File: src/rtl/seq_shift_unit.sv
// seq_shift_unit: iterative 32-bit shifter (SLL/SRL/SRA/ROR), one bit position
// per clock, with a start/busy/done handshake for the control unit.
//
// state | meaning
// IDLE  | waiting for start; result holds the last value
// SHIFT | one 1-bit step per edge until count reaches 1
// DONE  | single-cycle done pulse; a new start may be accepted here
module seq_shift_unit #(
  parameter int WIDTH = 32,
  parameter int SHW   = 5
) (
  input  logic             clk,
  input  logic             rst_n,
  input  logic             start,
  input  logic [1:0]       op,
  input  logic [WIDTH-1:0] data_in,
  input  logic [SHW-1:0]   shamt,
  output logic             busy,
  output logic             done,
  output logic [WIDTH-1:0] result
);

  localparam logic [1:0] IDLE  = 2'd0;
  localparam logic [1:0] SHIFT = 2'd1;
  localparam logic [1:0] DONE  = 2'd2;

  localparam logic [1:0] OP_SLL = 2'b00;
  localparam logic [1:0] OP_SRL = 2'b01;
  localparam logic [1:0] OP_SRA = 2'b10;
  localparam logic [1:0] OP_ROR = 2'b11;

  logic [1:0]       state_q, state_d;
  logic [1:0]       op_q, op_d;
  logic [WIDTH-1:0] work_q, work_d;
  logic [SHW-1:0]   cnt_q, cnt_d;
  logic [WIDTH-1:0] step;
  logic             accept;

  // Requests are only taken when not mid-shift; starts during SHIFT are dropped.
  assign accept = start && (state_q != SHIFT);

  // One-bit step of the working register for the latched operation.
  always_comb begin
    step = work_q;
    case (op_q)
      OP_SLL:  step = {work_q[WIDTH-2:0], 1'b0};
      OP_SRL:  step = {1'b0, work_q[WIDTH-1:1]};
      OP_SRA:  step = {work_q[WIDTH-1], work_q[WIDTH-1:1]};
      OP_ROR:  step = {work_q[0], work_q[WIDTH-1:1]};
      default: step = work_q;
    endcase
  end

  // Next-state logic: load on accept, step in SHIFT, DONE returns to IDLE.
  always_comb begin
    state_d = state_q;
    op_d    = op_q;
    work_d  = work_q;
    cnt_d   = cnt_q;
    case (state_q)
      SHIFT: begin
        work_d = step;
        cnt_d  = cnt_q - {{(SHW-1){1'b0}}, 1'b1};
        if (cnt_q == {{(SHW-1){1'b0}}, 1'b1}) begin
          state_d = DONE;
        end
      end
      DONE: begin
        state_d = IDLE;
      end
      default: begin
        state_d = IDLE;
      end
    endcase
    if (accept) begin
      op_d    = op;
      work_d  = data_in;
      cnt_d   = shamt;
      state_d = (shamt == '0) ? DONE : SHIFT;
    end
  end

  // State registers; reset discards any in-flight operation.
  always_ff @(posedge clk or negedge rst_n) begin
    if (!rst_n) begin
      state_q <= IDLE;
      op_q    <= OP_SLL;
      work_q  <= '0;
      cnt_q   <= '0;
    end else begin
      state_q <= state_d;
      op_q    <= op_d;
      work_q  <= work_d;
      cnt_q   <= cnt_d;
    end
  end

  assign busy   = (state_q == SHIFT);
  assign done   = (state_q == DONE);
  assign result = work_q;

endmodule

File: config.mk
export PLATFORM = sky130hd
export DESIGN_NAME = seq_shift_unit
export DESIGN_NICKNAME = d
export VERILOG_FILES = /design/src/rtl/seq_shift_unit.sv
export SDC_FILE = /design/constraint.sdc
export NUM_CORES = 1
export LEC_CHECK = 0
export CAP_MARGIN = 20
export CORE_ASPECT_RATIO = 1.4
export CORE_MARGIN = 4
export CORE_UTILIZATION = 39
export CTS_BUF_LIST = sky130_fd_sc_hd__clkbuf_16
export DETAILED_ROUTE_END_ITERATION = 16
export GPL_TIMING_DRIVEN = 0
export PLACE_DENSITY = 0.72
export SLEW_MARGIN = 5
export SYNTH_ARGS = -nofsm -noshare
export SYNTH_HDL_FRONTEND = slang
export SYNTH_SLANG_ARGS = --single-unit
export TNS_END_PERCENT = 50
File: constraint.sdc
create_clock -name clk -period 1.5 [get_ports clk]
set_clock_uncertainty 0.15 [all_clocks]
set_input_delay 0.3 -clock clk [delete_from_list [all_inputs] [get_ports clk]]
set_output_delay 0.3 -clock clk [all_outputs]
set_load 0.02 [all_outputs]
-- After elaboration in Yosys (flattened, before gate mapping)
Cells that the tools add are included.
- multipliers: 0
- shift-type cells: 0
- bitwise operators: 0
- reductions and logical operators: 5
- multiplexer cells: 9
- div/mod/pow operators: 0
- $add $sub $neg: 1
- $lt $le $gt $ge: 0
- equal/unequal tests: 9
- operators with widths (cell ; count):
    $pmux 32 s4 ; 1
    $mux 32 ; 2
    $mux 5 ; 2
    $mux 2 ; 4
    $eq 2x2->1 const B ; 3
    $eq 5x1->1 const B ; 1
    $logic_not 5->1 ; 1
    $sub 5x1->5 const B ; 1
    $eq 2x1->1 const B ; 2
    $ne 3x1->1 const B ; 1
    $logic_not 2->1 ; 1
    $ne 2x1->1 const B ; 1
    $ne 2x2->1 const B ; 1
    $reduce_and 2->1 ; 1
    $reduce_bool 2->1 ; 1
    $logic_and 1x1->1 ; 1
- input port bits: 42
- memories: 0
- bits in writable memories: 0
- output and inout port bits: 34
- bits in read-only memories: 0
- register bits: 41
- bits in latches: 0

-- Logic depth before layout (Yosys ltp)
- depth in word-level cells: 4
- gate-level depth with buffers: 6

-- Worst setup path before layout
OpenSTA, ideal clock, no wires.
- path kind: register -> register
- start point: register cnt_q[0]
- end point: register cnt_q[4]
- data required time: 1.227 ns
- stages on the path, launching flop included: 6
- period minus slack after synthesis: 1.490 ns
- slack: 0.010 ns
- arrival: 1.217 ns
- setup time: 0.123 ns
- path buffers: 0
- path through: dfrtp_1 -> inv_1 -> ha_1 -> nor3b_1 -> mux2_4 -> o221a_1
- cells in the longest elaborated chain, start to end: 3
- RTL lines (what ; line ; RTL):
    start: declaration ; 35 ; logic [SHW-1:0] cnt_q, cnt_d;
    start signal: assignment ; 94 ; cnt_q <= cnt_d;
    $sub 5x1->5 ; 63 ; cnt_d = cnt_q - {{(SHW-1){1'b0}}, 1'b1};
    $mux 5 ; 60 ; case (state_q)
    $mux 5 ; 75 ; if (accept) begin
No other way between the ends. The select of a mux whose other input is x is not followed.
A chain may end at the register's enable or synchronous reset.

-- Worst setup path after layout
- start point: register state_q[0]
- end point: output busy
- cells in the longest elaborated chain, start to end: 1
- RTL lines (what ; line ; RTL):
    start: declaration ; 32 ; logic [1:0] state_q, state_d;
    start signal: assignment ; 91 ; state_q <= state_d;
    $eq 2x1->1 ; 98 ; assign busy = (state_q == SHIFT);
    end: declaration ; 18 ; output logic busy,
No other way between the ends.

==> out/metrics.cfg <==
[outcome]
status=finished, violations left
violations=negative setup slack

[setup_path]
arrival_ns=1.16
r2r-start=state_q[0]
max_stage_delay_ns=0.41
crit_required_ns=1.05
cpMaxStageDelayCell=dfrtp_1
worst-path-max-fanout=8
critPathLaunchType=flip-flop
r2r_slack_ns=-0.04
cp.buffers_inverters=3
crit_start=state_q[0]
end_kind=primary output
critical-path-top-delay-family=flip-flops
crit_type=reg -> out
path_cells=nand2b_4, clkinv_8, buf_8, buf_6

[route]
firstDrtPassIters=4
postRouteAntennaNets=0
drtIter0Drc=82
drc_errors=0
wl_per_cell_um=17.3
drt_wl_total_um=6670
via_per_inst=5.52
vias=2124

[yosys]
synthAdderAreaFrac_pct=1.07
ys_types=33
yosysSeqAreaShare_pct=44.0
synth_xor_area_share_pct=0
ys_ff_latch=41
synth_simple_gate_area_share_pct=13.0
synth_top_family_by_area=compound AO/OA/AOI/OAI gates
synth_fp_nets=266
avgSynthCellArea_um2=10.5
syn_inst=222
synth_compound_area_share_pct=20.3
syn_area_um2=2330
synth_mux_area_share_pct=16.5
yosys_warnings=0

[min_path]
hp-start=shamt[1]
hold_class=in -> reg

[final_layout]
multi_input_area_um2=1330
fillCellCount=523
nNetsFinal=358
fin_cells=385
drive_gt1_share_pct=26.7
ff_latch_area_um2=1030
n_antenna_cell=0
area_growth_pct=53.1

[placed_design]
dp.final_hpwl_um=4520
port_buffers=75
dp.cells=368
place_congestion=0.737

[sta]
rsz0062_at_grt=true
worst_slew_pin_slew_ns=0.528
fmax_mhz=620
layout_min_cycle_time_ns=1.61
finalSetupViolations=3
hold_violations=0
drv_slew=0
worst_slack_ns=-0.112
relSlewSlack_pct=64.8
period_share_pct=107
fin_setup_tns_ns=-0.166
fin_hold_ws_ns=0.245

[power_and_ir_drop]
power.switching_mw=3.09
p_total_mw=7.54
vdd_ir_drop_max_mv=1.12
p_comb_share_pct=53.5
pwr-share-seq_pct=30.4
internal_power_mw=4.45
p_leak_nw=1.42
clkPwrFrac_pct=16.2
powerDensity_nw_per_um2=2110
switching_share_pct=41.0

[global_route]
grt_antenna_before_repair=0
globalRouteTotalUtil_pct=18.2
first_global_vias=2082
grt_pass1_wl_um=10500
grt_start_max_net_pins=23
grt-ovfl-total=0

[floorplan]
ios=76
core.rowCount=33
fp.dieW_um=73.4
coreArea_um2=5820
start_util_pct=40.1
die_h_um=99.5
die-area_um2=7300

[run]
drv_cap=0

[clocking]
clock-sinks=41
clock_latency_ns=0.28
cts-buffers-inserted=5
h-tree-depth=2
clk_path_buf_depth=2
cts_tree=yes
path_clk_slew_ns=0.06
cts_root_buffer=clkbuf_16

-- kinds of logic (layout without fill, tap and decap cells) --
family | Yosys count | count (layout)
compound gates | 72 | 72
simple gates | 48 | 48
flops | 41 | 41
mux | 37 | 37
buf+inv | 22 | 115
fa+ha+maj | 2 | 2
-- power groups by stage --
stage,combinational [mW],sequential [mW],clock [mW]
2_1_floorplan,2.01,2.64,0
3_3_place_gp,3.83,2.27,0
3_5_place_dp,3.92,2.27,0
4_1_cts,3.70,2.25,1.24
5_1_grt,4.37,2.38,1.28
6_report,4.03,2.29,1.22
-- state kept, by name, summed over array words and instances (netlist names) --
| register | cells |
|---|---|
| result | 32 |
| op_q | 2 |
| cnt_q | 5 |
| state_q | 2 |
-- synthesized netlist by cell type (all sizes together) --
cell	n	share of area [%]
a211oi	30	9.7
a21oi	32	6.9
buf	14	3.7
clkbuf	4	0.64
dfrtp	41	44
ha	2	1.1
inv	4	0.86
mux2	5	2.7
mux2i	32	14
nand2	3	0.48
nand2b	1	0.59
nand3	4	0.86
nand3b	1	0.32
nor2	2	0.43
nor2b	31	8.3
nor3	1	0.21
nor3b	2	0.64
nor4b	1	0.38
o211a	1	0.43
o211ai	1	0.32
o21ai	2	0.59
o221a	3	1.4
o22ai	1	0.27
o31ai	1	0.32
o32ai	1	0.38
or3	1	0.27
or4	1	0.48
-- stage by stage --
step	worst slack, ns	cell area, um2	util [%]
global placement	-1.13	3170	54.5
detailed placement	-0.545	3190	54.8
floorplan	0.00990	2330	-
finish	-0.112	3570	61.3
CTS	-0.233	3360	57.7
global route	-0.160	3570	61.3
-- worst reg2reg max path: stages, from the launching register on --
cell	delay [ns]
dfrtp_1	0.41
nand2b_4	0.14
clkinv_8	0.08
buf_4	0.14
mux2_4	0.29
o221a_1	0.22
-- final timing paths --
check,cells past startpoint,to
max,4,busy
min,3,state_q[1]
max reg2reg,5,cnt_q[4]
min reg2reg,1,cnt_q[0]
max in group asynchronous,3,cnt_q[0]
min in group asynchronous,2,result[7]
-- layer usage --
metal / track usage [%] / up-vias / part of all wire [%]
met1: 24.4 / 1058 / 44
met3: 4.04 / 6 / 5.5
li1: - / 1002 / -
met2: 29.7 / 58 / 50
met5: 0 / - / 0
met4: 4.60 / 0 / 1.2
-- layout make-up --
type                    count  share of cell area, %
well taps                  70                   2.45
clock inverters             3                   1.16
repair buffers             86                   22.5
flip-flops and latches     41                   28.8
inverters                   4                  0.771
multi-input cells         159                   37.2
plain buffers              17                   3.61
clock buffers               5                   3.50
-- cell usage in the layout, fill, tap and decap left out, types with 2 or more instances in the layout --
| cell | Yosys | routed |
|---|---|---|
| a211oi_1 | 30 | 6 |
| dlygate4sd2_1 | 0 | 6 |
| buf_6 | 1 | 6 |
| clkdlybuf4s50_1 | 0 | 38 |
| clkdlybuf4s15_1 | 0 | 16 |
| inv_1 | 3 | 2 |
| a211oi_2 | 0 | 24 |
| mux2_4 | 2 | 2 |
| mux2_2 | 3 | 3 |
| clkbuf_2 | 0 | 13 |
| dfrtp_1 | 41 | 40 |
| clkbuf_16 | 0 | 6 |
| a21oi_1 | 32 | 32 |
| buf_4 | 4 | 10 |
| buf_2 | 9 | 7 |
| nand2_1 | 3 | 3 |
| mux2i_1 | 32 | 32 |
| nor3b_1 | 2 | 2 |
| nor2b_1 | 31 | 31 |
| o221a_1 | 3 | 3 |
| nand3_1 | 4 | 4 |
-- repair_timing --
item,CTS,global route
pin swaps,0,4
setup endpoints to repair,68,64
hold buffers,1,0
gates resized for setup,55,76
buffers inserted,0,8
gates cloned,0,1
endpoints found under the hold margin,19,0
(Power assumes the default switching activity.)
==> RTL edit 1 (config.mk and constraints unchanged) <==
`WIDTH`: 32 -> 64.
--- a/src/rtl/seq_shift_unit.sv
+++ b/src/rtl/seq_shift_unit.sv
@@ -6,7 +6,7 @@
 // SHIFT | one 1-bit step per edge until count reaches 1
 // DONE  | single-cycle done pulse; a new start may be accepted here
 module seq_shift_unit #(
-  parameter int WIDTH = 32,
+  parameter int WIDTH = 64,
   parameter int SHW   = 5
 ) (
   input  logic             clk,
Interface: changed (resized data_in and result); port bits go from 76 to 140. The function was not compared with the original's and may differ.
==> RTL edit 1 against the unedited design <==
The run still ends with negative setup slack left. Sequential cell count is 32 higher. Critical path depth up 2. Sequential share of layout area is 0.058 points higher. Routed wire length grew 91%. Final area is 77% higher. Total power rose by 83%. Synthesized area is 78% higher. Setup slack lost 0.17 ns. Critical path type unchanged. Largest cell class unchanged. Largest power group unchanged. Highest routed layer unchanged.
==> RTL edit 1: results (changes against the unedited design) <==
[run_status]
violations = negative setup slack
status = finished, violations left

[synth]
seq_area_frac_synth = 0.4402  ; about the same
synth_area_leaders = dfrtp_1, mux2i_1, a211oi_1, nor2b_1, a21oi_1
syn_inst = 401  ; +81%
yosysUniqueCellTypes = 37  ; +12%

[clock_tree]
clk-insertion-delay-late_ns = 0.33  ; +0.05 ns
tritoncts.num_buffers = 9  ; +4
cts_max_level = 3  ; +1

[timing]
tightest_slew_ns = 0.6833  ; +0.1553 ns
setup_slack_ns = -0.2865  ; -0.1741 ns
finalSetupViolations = 66  ; +63
setup_tns_ns = -3.679  ; -3.513 ns

[grt]
grt_util_met1 = 0.2563  ; +0.01271
met2_usage = 0.3390  ; +0.04193
grt_pass1_vias = 3886  ; +87%
grt_max_degree = 47  ; +100%
grt_pass1_wl_um = 19640  ; +88%

[detailed_routing]
wl_met2_um = 6625  ; +100%
finalWirelength_um = 12720  ; +91%
route.vias.total = 3778  ; +78%
met3_length_um = 731  ; +99%
via_per_inst = 5.351  ; -3.0%

[placed_design]
place_congestion = 0.8518  ; +16%
dp.cells = 678  ; +84%
io_buffers = 138  ; +84%

[layout]
nets = 639  ; +78%
drive_above_1_share = 0.3169  ; +0.05023

[power_and_ir_drop]
ir_drop_v = 0.0009005  ; -20%

[critical_path]
worstPathArrival_ns = 1.34  ; +0.18 ns
cp_max_fo = 2  ; -6
r2r_start = state_q[1]
regToRegEndpoint = cnt_q[3]
path_delay_family = buffers and inverters

RTL edit 1: worst min-delay path by stage:
stage,slack [ns],to,startpoint,cells past startpoint
global route,0.33,state_q[1],rst_n,2
global placement,0.38,cnt_q[0],cnt_q[0],1
floorplan,-0.15,cnt_q[0],rst_n,0
CTS,0.31,state_q[0],rst_n,2
detailed placement,0.10,state_q[0],rst_n,1
finish,0.30,state_q[0],rst_n,2
RTL edit 1: where the power goes:
| group | total, W | switching (W) | internal, W | leakage [nW] |
|---|---|---|---|---|
| Sequential | 0.00407 | 0.00107 | 0.00300 | 0.814 |
| Clock | 0.00209 | 0.000825 | 0.00127 | 0.142 |
| Combinational | 0.00767 | 0.00394 | 0.00373 | 1.52 |
| Total | 0.0138 | 0.00584 | 0.00800 | 2.48 |
RTL edit 1: logic make-up after synthesis:
logic type	count (synthesis)	synth area share
AND/OR/NAND/NOR	80	0.1209
adder cells (fa/ha/maj)	2	0.006029
flip-flops	73	0.4402
multiplexers	69	0.1688
AO/OA/AOI/OAI	136	0.2113
buffers and inverters	41	0.05276
RTL edit 1: repair_timing:
item | in CTS | in global routing
pin swaps | 2 | 2
setup endpoints to repair | 136 | 113
gates resized for setup | 237 | 85
hold buffers | 1 | 0
endpoints found under the hold margin | 27 | 0
setup buffers | 8 | 4
RTL edit 1: cell type report:
class / instances / area, µm²
tap: 138 / 172.7
fill: 875 / 4068
timing repair buffer: 152 / 1355
sequential: 73 / 1827
clock inverter: 7 / 61.31
multi-input combinational: 287 / 2399
buffer: 36 / 280.3
clock buffer: 9 / 225.2
inverter: 4 / 17.52
RTL edit 1: worst reg2reg max path: cells and delay by family, from the launching register on:
family	cells	cell delay, ns
AO/OA/AOI/OAI	1	0.21
buffers and inverters	3	0.39
flip-flops	1	0.37
multiplexers	1	0.32
AND/OR/NAND/NOR	1	0.15
==> RTL edit 2 (config.mk and constraints unchanged) <==
Made on the original files. Add an input register stage for `op`, without a reset; this delays it by one clock. The other inputs are not delayed to match.
--- a/src/rtl/seq_shift_unit.sv
+++ b/src/rtl/seq_shift_unit.sv
@@ -28,6 +28,12 @@
   localparam logic [1:0] OP_SRL = 2'b01;
   localparam logic [1:0] OP_SRA = 2'b10;
   localparam logic [1:0] OP_ROR = 2'b11;
+
+  logic [1:0] op_r;
+
+  always_ff @(posedge clk) begin
+    op_r <= op;
+  end
 
   logic [1:0]       state_q, state_d;
   logic [1:0]       op_q, op_d;
@@ -73,7 +79,7 @@
       end
     endcase
     if (accept) begin
-      op_d    = op;
+      op_d    = op_r;
       work_d  = data_in;
       cnt_d   = shamt;
       state_d = (shamt == '0) ? DONE : SHIFT;
Behaviour: not the same (Yosys sat finds a counterexample within 4 cycles, from zero or initial values and one cycle with rst_n low).
==> RTL edit 2 against the unedited design <==
Combinational power decreased by 3%. Synthesized area increased by 1.9%. Routed wire length decreased by 7.5%. Setup slack improved by 0.020 ns. Sequential share of layout area increased by 1.9 points. Count of clock-buffer cells in the layout unchanged. Sequential cell count increased by 2. Total power decreased by 4.1%. Final area decreased by 2.6%. The run still ends with negative setup slack left. Via count decreased by 2.9%.
==> RTL edit 2: results (changes against the unedited design) <==
[detailed_routing]
wl_met2_um = 2966  ; -10%
wl_met1_um = 2821  ; -3.0%
route.vias.total = 2063  ; -2.9%
drt-initial-drc-count = 76  ; -7.3%
via_per_inst = 5.345  ; -3.1%
met3_length_um = 356  ; -3.3%

[placed_design]
pre_cts_slack_ns = -0.5683  ; -0.02360 ns
dp_hpwl_um = 4404  ; -2.5%
dp.cells = 369  ; +0.27%
placed_area_um2 = 3229  ; +1.1%
place_congestion = 0.7558  ; +2.5%

[timing]
finalSetupViolations = 2  ; -1
setup_slack_ns = -0.09215  ; +0.02031 ns

[run_status]
violations = negative setup slack
status = finished, violations left

[layout]
final-seq-area_um2 = 1067  ; +3.9%
seq_cells = 43  ; +4.9%
nNonClkInverters = 3  ; -1
nFillCells = 531  ; +1.5%
drive_above_1_share = 0.1867  ; -0.07996
clock_area_frac = 0.03919  ; -0.007407
nets = 359  ; +0.28%
finalInstanceArea_um2 = 3480  ; -2.6%
buf_share = 0.2647  ; +0.003265
area_growth_pct = 46.45
multi_input_area_um2 = 1244  ; -6.4%

[grt]
track_usage = 0.1710  ; -0.01112
grt_max_degree = 29  ; +26%
use_met3 = 0.03307  ; -0.007379
grt_pass1_wl_um = 10100  ; -3.6%
grt_pass1_vias = 2032  ; -2.4%
grt_util_met1 = 0.2386  ; -0.004978
met2_usage = 0.2732  ; -0.02381

[synth]
synth_area_leaders = dfrtp_1, mux2i_1, a211oi_1, nor2b_1, a21oi_1
synth-compound-area-share = 0.1959  ; -0.006897
syn_inst = 223  ; +0.45%
seq_area_frac_synth = 0.4487  ; +0.008743
yosysUniqueCellTypes = 35  ; +6.1%
ys_top_cells_by_count = dfrtp_1, mux2i_1, a21oi_1, nor2b_1, a211oi_1

[clock_tree]
postCtsSetupRepairBufs = 1  ; +1

[power_and_ir_drop]
ir_drop_v = 0.001025  ; -8.5%
powerDensity_nw_per_um2 = 2078  ; -1.6%
sw_frac_of_total = 0.4077  ; -0.002295
p_comb_frac = 0.539  ; +0.004
leakagePower_nw = 1.407  ; -0.89%

[RTL edit 2: path summary, 6_finish.rpt]
check                             end  depth (start not counted)  startpoint  slack, ns
max                              busy                          4  state_q[0]      -0.09
min                        state_q[1]                          3    shamt[1]       0.25
max reg2reg                  cnt_q[4]                          5  state_q[0]      -0.03
min reg2reg                   op_q[0]                          1     op_r[0]       0.32
max in group asynchronous     op_q[1]                          3       rst_n       0.42
min in group asynchronous   result[9]                          2       rst_n       0.30
[RTL edit 2: cells by family after synthesis]
kind of cell	after synthesis
simple gates	48
fa+ha+maj	2
compound gates	71
flops	43
mux	38
buf+inv	21
[RTL edit 2: worst register-to-register path: cells and delay by family (launching register included)]
| family | cells | cell delay, ns |
|---|---|---|
| AOI/OAI and AO/OA | 1 | 0.22 |
| buffers and inverters | 2 | 0.22 |
| DFF | 1 | 0.40 |
| muxes | 1 | 0.29 |
| and+or+nand+nor | 1 | 0.14 |
